### config.mk
export PLATFORM = sky130hd
export DESIGN_NAME = rca32_seq_add
export DESIGN_NICKNAME = d
export VERILOG_FILES = /design/src/rtl/rca32_seq_add.sv
export SDC_FILE = /design/constraint.sdc
export NUM_CORES = 1
export LEC_CHECK = 0
export CORE_MARGIN = 1
export CORE_UTILIZATION = 52
export DETAILED_ROUTE_END_ITERATION = 16
export PLACE_DENSITY = 0.93
export RECOVER_POWER = 25
export SYNTH_ARGS = -nofsm -noshare
export SYNTH_HDL_FRONTEND = slang
export SYNTH_HIERARCHICAL = 1
export SYNTH_SLANG_ARGS = --single-unit
### constraint.sdc
create_clock -name clk -period 4.5 [get_ports clk]
set_input_delay 0.675 -clock clk [delete_from_list [all_inputs] [get_ports clk]]
set_output_delay 0.675 -clock clk [all_outputs]
set_load 0.05 [all_outputs]
### src/rtl/rca32_seq_add.sv
// ---------------------------------------------------------------------------
// rca32_seq_add -- sequential WIDTH-bit adder built around one 4-bit
// ripple-carry slice that is reused once per clock cycle.
//
// A request accepted in IDLE is processed four bits per cycle, starting at
// the least significant nibble. The result is presented in DONE and held
// until the consumer takes it.
//
// Ports
//   clk        rising-edge clock
//   rst_n      asynchronous active-low reset
//   in_valid   operand request valid (looked at only in IDLE)
//   in_ready   high only in IDLE
//   a, b, cin  addends and carry-in, captured on the accept edge
//   flush      synchronous abort; wins over every other action
//   out_valid  result valid, high only in DONE
//   out_ready  consumer accepts the result
//   sum        low WIDTH bits of a+b+cin
//   cout       carry out of bit WIDTH-1
//   ovf        two's-complement overflow of the signed addition
//   busy       high in RUN or DONE
//
// WIDTH must be a multiple of 4 and at least 8.
// ---------------------------------------------------------------------------

// 4-bit ripple-carry adder slice: the only adder in the datapath.
module rca_4 (
  input  logic [3:0] a,
  input  logic [3:0] b,
  input  logic       cin,
  output logic [3:0] sum,
  output logic       cout
);

  logic c1_s;
  logic c2_s;
  logic c3_s;

  // Full-adder chain; each stage carries into the next.
  assign sum[0] = a[0] ^ b[0] ^ cin;
  assign c1_s   = (a[0] & b[0]) | (cin & (a[0] ^ b[0]));
  assign sum[1] = a[1] ^ b[1] ^ c1_s;
  assign c2_s   = (a[1] & b[1]) | (c1_s & (a[1] ^ b[1]));
  assign sum[2] = a[2] ^ b[2] ^ c2_s;
  assign c3_s   = (a[2] & b[2]) | (c2_s & (a[2] ^ b[2]));
  assign sum[3] = a[3] ^ b[3] ^ c3_s;
  assign cout   = (a[3] & b[3]) | (c3_s & (a[3] ^ b[3]));

endmodule

module rca32_seq_add #(
  parameter int WIDTH = 32
) (
  input  logic             clk,
  input  logic             rst_n,
  input  logic             in_valid,
  output logic             in_ready,
  input  logic [WIDTH-1:0] a,
  input  logic [WIDTH-1:0] b,
  input  logic             cin,
  input  logic             flush,
  output logic             out_valid,
  input  logic             out_ready,
  output logic [WIDTH-1:0] sum,
  output logic             cout,
  output logic             ovf,
  output logic             busy
);

  localparam int N     = WIDTH / 4;
  localparam int IDX_W = (N > 1) ? $clog2(N) : 1;
  localparam logic [IDX_W-1:0] LAST_IDX = IDX_W'(N - 1);
  localparam logic [IDX_W-1:0] IDX_ONE  = IDX_W'(1);

  typedef enum logic [1:0] {
    ST_IDLE = 2'd0,
    ST_RUN  = 2'd1,
    ST_DONE = 2'd2
  } state_t;

  // Two's-complement overflow: operands agree in sign, result does not.
  function automatic logic signed_ovf(input logic a_msb,
                                      input logic b_msb,
                                      input logic s_msb);
    return (a_msb == b_msb) && (s_msb != a_msb);
  endfunction

  state_t             state_r;
  logic [IDX_W-1:0]   idx_r;
  logic               carry_r;
  logic [WIDTH-1:0]   a_r;
  logic [WIDTH-1:0]   b_r;
  logic [WIDTH-1:0]   sum_r;
  logic               cout_r;
  logic               ovf_r;
  logic               in_ready_r;
  logic               out_valid_r;
  logic               busy_r;

  logic [IDX_W+1:0]   bit_base_s;
  logic [3:0]         slice_a_s;
  logic [3:0]         slice_b_s;
  logic [3:0]         slice_sum_s;
  logic               slice_cout_s;
  logic               last_slice_s;
  logic               final_ovf_s;

  // Select the nibble addressed by the slice index from the latched operands.
  always_comb begin
    bit_base_s   = {idx_r, 2'b00};
    slice_a_s    = a_r[bit_base_s +: 4];
    slice_b_s    = b_r[bit_base_s +: 4];
    last_slice_s = (idx_r == LAST_IDX);
    // The top slice produces sum[MSB], so overflow is decided on that cycle.
    if (last_slice_s) begin
      final_ovf_s = signed_ovf(a_r[WIDTH-1], b_r[WIDTH-1], slice_sum_s[3]);
    end else begin
      final_ovf_s = 1'b0;
    end
  end

  rca_4 u_slice (
    .a    (slice_a_s),
    .b    (slice_b_s),
    .cin  (carry_r),
    .sum  (slice_sum_s),
    .cout (slice_cout_s)
  );

  // Control FSM together with the operand, sum and status registers.
  always_ff @(posedge clk or negedge rst_n) begin
    if (!rst_n) begin
      state_r     <= ST_IDLE;
      idx_r       <= {IDX_W{1'b0}};
      carry_r     <= 1'b0;
      a_r         <= {WIDTH{1'b0}};
      b_r         <= {WIDTH{1'b0}};
      sum_r       <= {WIDTH{1'b0}};
      cout_r      <= 1'b0;
      ovf_r       <= 1'b0;
      in_ready_r  <= 1'b1;
      out_valid_r <= 1'b0;
      busy_r      <= 1'b0;
    end else if (flush) begin
      // Abort overrides accept, slice update and result handshake.
      state_r     <= ST_IDLE;
      idx_r       <= {IDX_W{1'b0}};
      carry_r     <= 1'b0;
      sum_r       <= {WIDTH{1'b0}};
      cout_r      <= 1'b0;
      ovf_r       <= 1'b0;
      in_ready_r  <= 1'b1;
      out_valid_r <= 1'b0;
      busy_r      <= 1'b0;
    end else begin
      case (state_r)
        ST_IDLE: begin
          if (in_valid) begin
            a_r        <= a;
            b_r        <= b;
            carry_r    <= cin;
            idx_r      <= {IDX_W{1'b0}};
            sum_r      <= {WIDTH{1'b0}};
            state_r    <= ST_RUN;
            in_ready_r <= 1'b0;
            busy_r     <= 1'b1;
          end
        end
        ST_RUN: begin
          sum_r[bit_base_s +: 4] <= slice_sum_s;
          carry_r                <= slice_cout_s;
          if (last_slice_s) begin
            // Index returns to zero so a non-power-of-two N never overruns.
            idx_r       <= {IDX_W{1'b0}};
            cout_r      <= slice_cout_s;
            ovf_r       <= final_ovf_s;
            out_valid_r <= 1'b1;
            state_r     <= ST_DONE;
          end else begin
            idx_r <= idx_r + IDX_ONE;
          end
        end
        ST_DONE: begin
          // Result held until taken; no new accept on the handshake edge.
          if (out_ready) begin
            out_valid_r <= 1'b0;
            in_ready_r  <= 1'b1;
            busy_r      <= 1'b0;
            state_r     <= ST_IDLE;
          end
        end
        default: begin
          state_r     <= ST_IDLE;
          idx_r       <= {IDX_W{1'b0}};
          carry_r     <= 1'b0;
          out_valid_r <= 1'b0;
          in_ready_r  <= 1'b1;
          busy_r      <= 1'b0;
        end
      endcase
    end
  end

  assign in_ready  = in_ready_r;
  assign out_valid = out_valid_r;
  assign busy      = busy_r;
  assign sum       = sum_r;
  assign cout      = cout_r;
  assign ovf       = ovf_r;

endmodule
==> metrics <==
full die area 0.0106 mm²; setup tns final 0 ns; number of buffers added on ports 106; DP Wirelength 8.93 mm; Critical Path AT 4.22 ns; Avg WL per Cell 18.7 µm; post-synthesis sequential area ratio 0.507; residual DRC count 0; Via Count 3841; starting density of the core 0.538; Area Overhead vs Synth 26.0%; Worst-Skew Late Latency 0.37 ns; first-pass GRT wire length 19.8 mm; most common cell in the synthesized netlist dfrtp_1; core area 0.00982 mm²; gr ovfl total 0; outcome complete, but fails checks; Ports 107; Cells after Synth 407; Sequential Power Share 0.496; cts repair resizes 0; synth cell count leaders 106 x dfrtp_1, 70 x mux2_2, 28 x nand3_1; WP data required 4.81 ns; initial antenna violation count 0; failing checks max-capacitance violations, max-slew violations; TritonCTS clock tree yes; post-CTS setup buffer count 0; Crit. End Element flop; count of pins over their slew limit 76; Post-synth EDFFs 0; crit-path max FO 11; final cycle utilization of the critical path 0.869; Post-Place Cells 629; wirelength, routed 12.1 mm; VDD IR-drop max 0.205 mV; syn_nets 488; fmax 0.256 GHz; async set-reset flop share out of synthesis 1.00; largest net degree at the start of global routing 76; share of cells above drive strength 1 0.260; critical path startpoint category flop; CTS max path bufs 2; unrepaired setup endpoints after global routing false; final hold vios 0; root buffer cell clkbuf_8; Clock power frac 0.252; GRT Resource Usage Total 0.250; number of inserted diodes 0; area leader, netlist dfrtp_1; top cell type's share of synthesized area 0.502; Power, Total 2.34 mW; drt initial violations 236; Via density 5.96; Synth Flop Type dfrtp_1; power density over the cells 352 mW/mm²; max_cap viols 1; Synth area leaders dfrtp_1 50%, mux2_2 15%, mux4_2 6.8%; max-slew headroom at the worst pin -0.197; clk sinks 107; Sw Share 0.304; NetSw 0.712 mW; TritonCTS Buffers 9; vias in the first global route 3892; Final setup viols 0; mapped cell area 0.00528 mm²; router iterations before antenna repair 4; Die Width 103 µm; post-layout min period 3.91 ns; Hold/Removal Path Class flop to flop; Warnings, synthesis 6; row count 36; NumNets Final 588; syn avg cell area 13.0 µm²; Final GP Congestion 0.842; antenna viol nets, final 0; Fill cells 747; design internal power 1.63 mW; # hold bufs at CTS 0; Lkg Pwr 2.83 nW; CTS H-tree depth 3; final cell count without fillers 645; number of library cell types mapped by synthesis 51; crit path kind flop to flop; Clock Skew 0.00894 ns; Clock Pin Slew Worst Setup and Hold Paths 0.10 ns; Slew @ Worst Pin 1.80 ns; Comb pwr share 0.252; die height 103 µm; Yosys reg bits 107
final timing paths:
check	end	slack (ns)	depth (start not counted)	startpoint
max in group asynchronous	b_r[22]	2.48	2	rst_n
max	sum[15]	0.59	14	idx_r[0]
max reg2reg	sum[15]	0.59	14	idx_r[0]
min	b_r[11]	0.51	1	b_r[11]
min in group asynchronous	sum[13]	0.78	1	rst_n
min reg2reg	b_r[11]	0.51	1	b_r[11]
registers in the layout (all words and copies together), names as in the netlist, 2 cells and up:
signal and count:
b_r 32, state_r 2, idx_r 3, a_r 32, sum 32
logic make-up after synthesis:
logic type                 after synthesis  share of synthesized area
adders and majority gates               11                     0.0318
buffers and inverters                   45                     0.0365
muxes                                   88                      0.221
AOI/OAI and AO/OA                       58                     0.0967
and+or+nand+nor                         98                      0.106
DFF                                    107                      0.507
layout by cell type, fill, tap and decap left out, drive strengths merged, types with 8 or more instances in the layout:
| cell | synthesis | layout |
|---|---|---|
| a22o | 10 | 10 |
| buf | 14 | 8 |
| clkbuf | 11 | 12 |
| clkdlybuf4s50 | 0 | 105 |
| dfrtp | 106 | 106 |
| inv | 18 | 18 |
| mux2 | 70 | 70 |
| mux4 | 16 | 16 |
| nand2 | 26 | 26 |
| nand3 | 28 | 28 |
| nor3 | 8 | 8 |
| o211ai | 24 | 24 |
per-stage QoR:
| stage | hold WS [ns] | utilization | worst slack [ns] | instance area (µm²) |
|---|---|---|---|---|
| floorplan | 0.379 | - | 0.811 | 5280 |
| global placement | 0.486 | 0.657 | 0.741 | 6450 |
| detailed placement | 0.489 | 0.657 | 0.614 | 6450 |
| CTS | 0.458 | 0.678 | 0.561 | 6660 |
| global route | 0.533 | 0.678 | 0.357 | 6660 |
| finish | 0.511 | 0.678 | 0.590 | 6660 |
power by group through the flow:
| stage | Sequential (mW) | Clock (mW) | Combinational (mW) |
|---|---|---|---|
| final | 1.16 | 0.590 | 0.591 |
| after CTS | 1.16 | 0.604 | 0.588 |
| after detailed placement | 1.18 | 0 | 0.585 |
| after global placement | 1.17 | 0 | 0.558 |
| after floorplan | 1.16 | 0 | 0.372 |
| after global routing | 1.18 | 0.641 | 0.634 |
per-layer routing:
metal | up-vias | track usage | routed length [µm]
met3 | 19 | 0.0549 | 734
met5 | - | 0 | 0
met2 | 164 | 0.417 | 6230
li1 | 1721 | - | -
met4 | 0 | 0.0921 | 196
met1 | 1937 | 0.322 | 4930
worst max-delay path, stage by stage (launching register included):
cell and delay [ns]:
dfrtp_1 0.77, mux4_2 0.59, nand2_1 0.09, nand2_1 0.10
fa_1 0.41, inv_1 0.07, fa_1 0.16, inv_1 0.05
fa_1 0.36, inv_1 0.09, fa_1 0.40, inv_1 0.26
inv_1 0.15, nor3_1 0.20, mux2_2 0.17
layout make-up:
| class | instances | area [µm²] | area share |
|---|---|---|---|
| Sequential cell | 107 | 2680 | 0.403 |
| Multi-Input combinational cell | 255 | 2410 | 0.363 |
| Timing Repair Buffer | 114 | 1120 | 0.168 |
| Tap cell | 133 | 166 | 0.0250 |
| Clock buffer | 11 | 141 | 0.0212 |
| Inverter | 20 | 75.1 | 0.0113 |
| Clock inverter | 5 | 62.6 | 0.00940 |
(Power assumes the default switching activity.)
